`config.mk`:
```
export PLATFORM = sky130hd
export DESIGN_NAME = stream_demux_n
export DESIGN_NICKNAME = d
export VERILOG_FILES = /design/src/rtl/stream_demux_n.sv
export SDC_FILE = /design/constraint.sdc
export NUM_CORES = 1
export LEC_CHECK = 0
export CAP_MARGIN = 40
export CORE_AREA = 2 2 51 53
export CTS_BUF_LIST = sky130_fd_sc_hd__clkbuf_8
export DETAILED_ROUTE_END_ITERATION = 10
export DIE_AREA = 0 0 53 55
export PLACE_DENSITY = 0.79
export SYNTH_ARGS = -nofsm -noshare
export SYNTH_HDL_FRONTEND = slang
export SYNTH_SLANG_ARGS = --single-unit
```
`constraint.sdc`:
```
create_clock -name clk -period 1.7 [get_ports clk]
set_input_delay 0.425 -clock clk [delete_from_list [all_inputs] [get_ports clk]]
set_output_delay 0.425 -clock clk [all_outputs]
set_load 0.05 [all_outputs]
```
`src/rtl/stream_demux_n.sv`:
```
// Registered 1-to-N stream demultiplexer with per-channel valid/ready,
// packet-locked routing and silent drop of out-of-range selects.
module stream_demux_n #(
    parameter int   N_OUT       = 4,
    parameter int   DATA_W      = 8,
    parameter bit   PACKET_MODE = 1'b1,
    localparam int  SEL_W       = $clog2(N_OUT)
) (
    input  logic                      clk,
    input  logic                      rst_n,
    input  logic                      s_valid,
    output logic                      s_ready,
    input  logic [DATA_W-1:0]         s_data,
    input  logic [SEL_W-1:0]          s_sel,
    input  logic                      s_last,
    output logic [N_OUT-1:0]          m_valid,
    input  logic [N_OUT-1:0]          m_ready,
    output logic [N_OUT*DATA_W-1:0]   m_data,
    output logic                      pkt_busy,
    output logic                      sel_err
);

    typedef enum logic [1:0] {IDLE, PKT, DROP} state_t;

    localparam bit SEL_CAN_BAD = (N_OUT != (1 << SEL_W));

    state_t              state;
    logic                hold_valid;
    logic [DATA_W-1:0]   hold_data;
    logic [SEL_W-1:0]    dest;

    logic sel_bad;
    logic drop_beat;
    logic dest_ready;
    logic accept;

    assign sel_bad = SEL_CAN_BAD && (32'(s_sel) >= N_OUT);

    // Beats that will be discarded bypass the holding register, so they never stall.
    assign drop_beat = (state == DROP) || ((state == IDLE) && sel_bad);
    assign s_ready   = drop_beat || !hold_valid || dest_ready;
    assign accept    = s_valid && s_ready;
    assign pkt_busy  = (state != IDLE);

    always_comb begin
        m_valid    = '0;
        m_data     = '0;
        dest_ready = 1'b0;
        for (int unsigned i = 0; i < N_OUT; i++) begin
            if (32'(dest) == i) begin
                m_valid[i]                  = hold_valid;
                m_data[i*DATA_W +: DATA_W]  = hold_data;
                dest_ready                  = m_ready[i];
            end
        end
    end

    always_ff @(posedge clk or negedge rst_n) begin
        if (!rst_n) begin
            state      <= IDLE;
            hold_valid <= 1'b0;
            hold_data  <= '0;
            dest       <= '0;
            sel_err    <= 1'b0;
        end else begin
            sel_err <= accept && (state == IDLE) && sel_bad;

            // Inside a packet dest is left alone: it already holds the locked channel.
            if (accept && !drop_beat) begin
                hold_valid <= 1'b1;
                hold_data  <= s_data;
                if (state == IDLE)
                    dest <= s_sel;
            end else if (hold_valid && dest_ready) begin
                hold_valid <= 1'b0;
            end

            if (PACKET_MODE && accept) begin
                case (state)
                    IDLE:     if (!s_last) state <= sel_bad ? DROP : PKT;
                    PKT,
                    DROP:     if (s_last) state <= IDLE;
                    default:  state <= IDLE;
                endcase
            end
        end
    end

endmodule

```
# Yosys cells after proc, flatten, opt, wreduce, memory -nomap -nowiden
# Cells that the tools add are included.
[word_totals] regBits=13 inputBits=18 output_inout_bits=39 wordCells=42
[op_classes] eq_ne=7 mux=17 n_reduce_logical=14
[ops] cell="$mux 8" count=4
[ops] cell="$mux 1" count=10
[ops] cell="$eq 2x2->1 const B" count=3
[ops] cell="$eq 2x1->1 const B" count=2
[ops] cell="$logic_not 2->1" count=2
[ops] cell="$mux 2" count=2
[ops] cell="$ne 2x2->1 const B" count=2
[ops] cell="$pmux 2 s2" count=1
[ops] cell="$reduce_bool 2->1" count=2
[ops] cell="$logic_and 1x1->1" count=3
[ops] cell="$reduce_and 3->1" count=1
[ops] cell="$logic_not 1->1" count=2
[ops] cell="$logic_or 1x1->1" count=2
[ops] cell="$reduce_and 2->1" count=1
[ops] cell="$reduce_or 2->1" count=1

# Logic depth before layout (Yosys ltp)
[depth] ltp_word=9 depth_mapped=3 depth_no_buf=3

# Worst setup path before layout
# Ideal clock, no wire load.
[synth_timing] kind="flip-flop to output port" startpoint="reg dest[1]" endpoint="out m_data[16]" t_arrival_ps=1188 required_time_ps=1275 path_slack_ps=87 stages_incl_launch_ff=3 path_buffers=0 cell_sequence="dfrtp_1 nor2b_1 and2_1"
[synth_via] elab_chain_len=2
[synth_lines] item="from (decl)" line="30" source="logic [SEL_W-1:0] dest;"
[synth_lines] item="from (signal assigned)" line="73" source="dest <= s_sel;"
[synth_lines] item="$eq 2x2->1" line="50" source="if (32'(dest) == i) begin"
[synth_lines] item="$mux 8" line="50"
[synth_lines] item="to (decl)" line="18" source="output logic [N_OUT*DATA_W-1:0] m_data,"
# No other way between the ends.

# Worst setup path in the final report
[layout_timing] startpoint="reg dest[1]" endpoint="out m_data[21]"
# The elaborated chain is that of the path after synthesis.

==> metrics <==
arrival time at the worst endpoint about 1.5 ns; xor/xnor share of the synthesized area 0; Die ar. 2920 um2; DP Wirelength around 2400 um; # DRC 0; Slew Viols, Final 0; total track usage 0.221; outcome finished, violations left; Yosys top cell area share 0.380; clock transition at the registers of the reported paths 0.06 ns; setup violators final between 40 and 50; Worst R2R Start dest[1]; initial antenna violation count 0; synthesized cell area 790 um2; worst hold path type in -> async; H-tree depth 1; Synth Area in Adders 0; Setup CP Type reg -> out; simple-gate portion of the synthesized area 0.341; initial DRC count 24; Final Util 0.857; Syn Area/Cell just over 10 um2; Hold Fails Final Rpt 0; max-cap violations 0; critical path's largest stage delay 0.48 ns; Reg2Reg Setup Slack -0.17 ns; largest family of logic cells by synthesized area simple AND/OR/NAND/NOR gates; GRT Residual Overflow 0; clk sinks 12; Unique masters post-synth 18; Relative slew margins 0.649; antenna diode instance count 0; vias in the first global route roughly 850; Core Rows 18; Final Cycle Share 1.13; Post-Syn Instances 76; clk root buf clkbuf_8; fraction of synthesized area in multiplexers 0.193; syn nets 94; reg-to-reg critical path endpoint hold_data[4]; sequential share of the synthesized area 0.380; via count of the routed design 920; min Tclk post-route 1.92 ns; crit path capture type output port; Area contributors post-synth dfrtp_1 (38%), and2_1 (21%), mux2_2 (14%), and3_1 (7.1%), mux2_4 (3.8%); die width approximately 53 um; fillcell total roughly 110; worst skew pair latency 0.24 ns; Max clock buf depth 2; first-pass GRT wire length 4450 um; # nets final 165; largest net degree at the start of global routing 13; slowest CP cell dfrtp_2; worst path required time 1.27 ns; Setup crit start kind flop; Fmax achieved 521 MHz; CTS tree done; Synth Area in Compound Gates 0.0571; share of cells above drive strength 1 0.651; clk_skew approximately 0.0056 ns; RSZ-0062 raised after global routing true; Final WS setup -0.220 ns; YS warnings 0; hold_buf cts 0; DRT Pass-1 Iters 4; crit-path cells nor2b_2 > buf_4 > and2_1 > buf_12; Initial Utilization 0.334; final WL ~3600 um; CP max FO 7; CTS Buf Count 3; via density per instance between 5 and 6; worst slew pin tran 0.525 ns; DRT antenna net count 0; number of port buffers 55; failing checks negative setup slack; area of the core about 2400 um2; FF+latch count, synth 12; area leader, netlist dfrtp_1; die height around 55 um; num ports 57; GPL Wtd Cong 0.672; drt wl/cell 20.6 um; area grow syn2layout 157%; worst r2r path cells 5
## state kept, by name, indices dropped and copies added, names as in the netlist
signal,count
hold_data,8
state,1
dest,2
hold_valid,1
## layout by cell type, fill, tap and decap left out, types with 2 or more instances in the layout
master | synthesis | final
dfrtp_2 | 0 | 2
clkbuf_8 | 0 | 4
mux2_2 | 10 | 5
buf_4 | 1 | 8
and2_1 | 27 | 16
and3_1 | 9 | 2
o221ai_2 | 0 | 2
mux2_4 | 2 | 7
clkdlybuf4s50_1 | 0 | 13
and3_4 | 0 | 7
and2_4 | 0 | 11
dlygate4sd2_1 | 0 | 4
buf_12 | 0 | 36
dfrtp_1 | 12 | 10
buf_6 | 0 | 5
nor2_4 | 0 | 2
## per-stage QoR
| step | hold slack [ns] | cell area (um2) | instances | worst slack (ns) | TNS, ns |
|---|---|---|---|---|---|
| after floorplan | 0.129 | 790 | 76 | 0.0866 | 0 |
| after global placement | 0.542 | 1760 | 163 | -0.251 | -2.64 |
| after detailed placement | 0.558 | 1760 | 163 | -0.277 | -3.28 |
| after CTS | 0.548 | 1900 | 170 | -0.182 | -3.78 |
| after global routing | 0.568 | 2030 | 176 | -0.288 | -8.08 |
| final | 0.528 | 2030 | 176 | -0.220 | -6.00 |
## worst max-delay path by stage
stage / start / endpoint / slack, ns / cells after the start
after floorplan: dest[1] / m_data[16] / 0.09 / 2
after global placement: m_ready[1] / s_ready / -0.25 / 4
after detailed placement: m_ready[3] / s_ready / -0.28 / 4
after CTS: dest[1] / s_ready / -0.18 / 3
after global routing: dest[1] / m_data[21] / -0.29 / 4
final: dest[1] / m_data[21] / -0.22 / 4
## cell usage after synthesis
| cell type | number |
|---|---|
| and2_1 | 27 |
| and3_1 | 9 |
| buf_4 | 1 |
| clkbuf_1 | 2 |
| conb_1 | 1 |
| dfrtp_1 | 12 |
| inv_1 | 1 |
| mux2_2 | 10 |
| mux2_4 | 2 |
| mux2i_1 | 1 |
| nand2_1 | 1 |
| nand2b_1 | 1 |
| nor2_1 | 1 |
| nor2b_1 | 3 |
| o221ai_1 | 1 |
| o221ai_4 | 1 |
| o22a_2 | 1 |
| or2b_4 | 1 |
## cell type report
| type | count | area [um2] | share of cell area |
|---|---|---|---|
| flip-flops and latches | 12 | 303 | 0.149 |
| inverters | 1 | 3.75 | 0.00185 |
| multi-input cells | 62 | 609 | 0.301 |
| clock buffers | 4 | 55.1 | 0.0272 |
| well taps | 30 | 37.5 | 0.0185 |
| repair buffers | 67 | 1020 | 0.502 |
## critical path: cells and delay by family (launching register included)
kind	cells	cell delay [ns]
buffers and inverters	2	0.33
AND/OR/NAND/NOR	2	0.44
flip-flops	1	0.48
## kinds of logic (layout without fill, tap and decap cells)
family	after synthesis	count (layout)
flip-flops	12	12
AND/OR/NAND/NOR	43	44
AO/OA/AOI/OAI	3	4
multiplexers	13	13
buffers and inverters	4	72
other	1	1
## metal layers
| metal | track usage | vias up | share of wire |
|---|---|---|---|
| met5 | 0 | - | 0 |
| met4 | 0.128 | 0 | 0.015 |
| met3 | 0.0430 | 6 | 0.077 |
| met2 | 0.398 | 53 | 0.53 |
| met1 | 0.243 | 456 | 0.38 |
| li1 | - | 405 | - |
## repair_timing
action,4_1_cts,5_1_grt
setup buffers,3,4
cloned,0,2
resized for setup,23,21
setup endpoints to repair,43,48
hold endpoints to repair,0,0
pin swaps,1,4
Power is left out: the tool's default activity adds up to more than one toggle a clock period on the data nets, which glitch-free logic cannot reach.
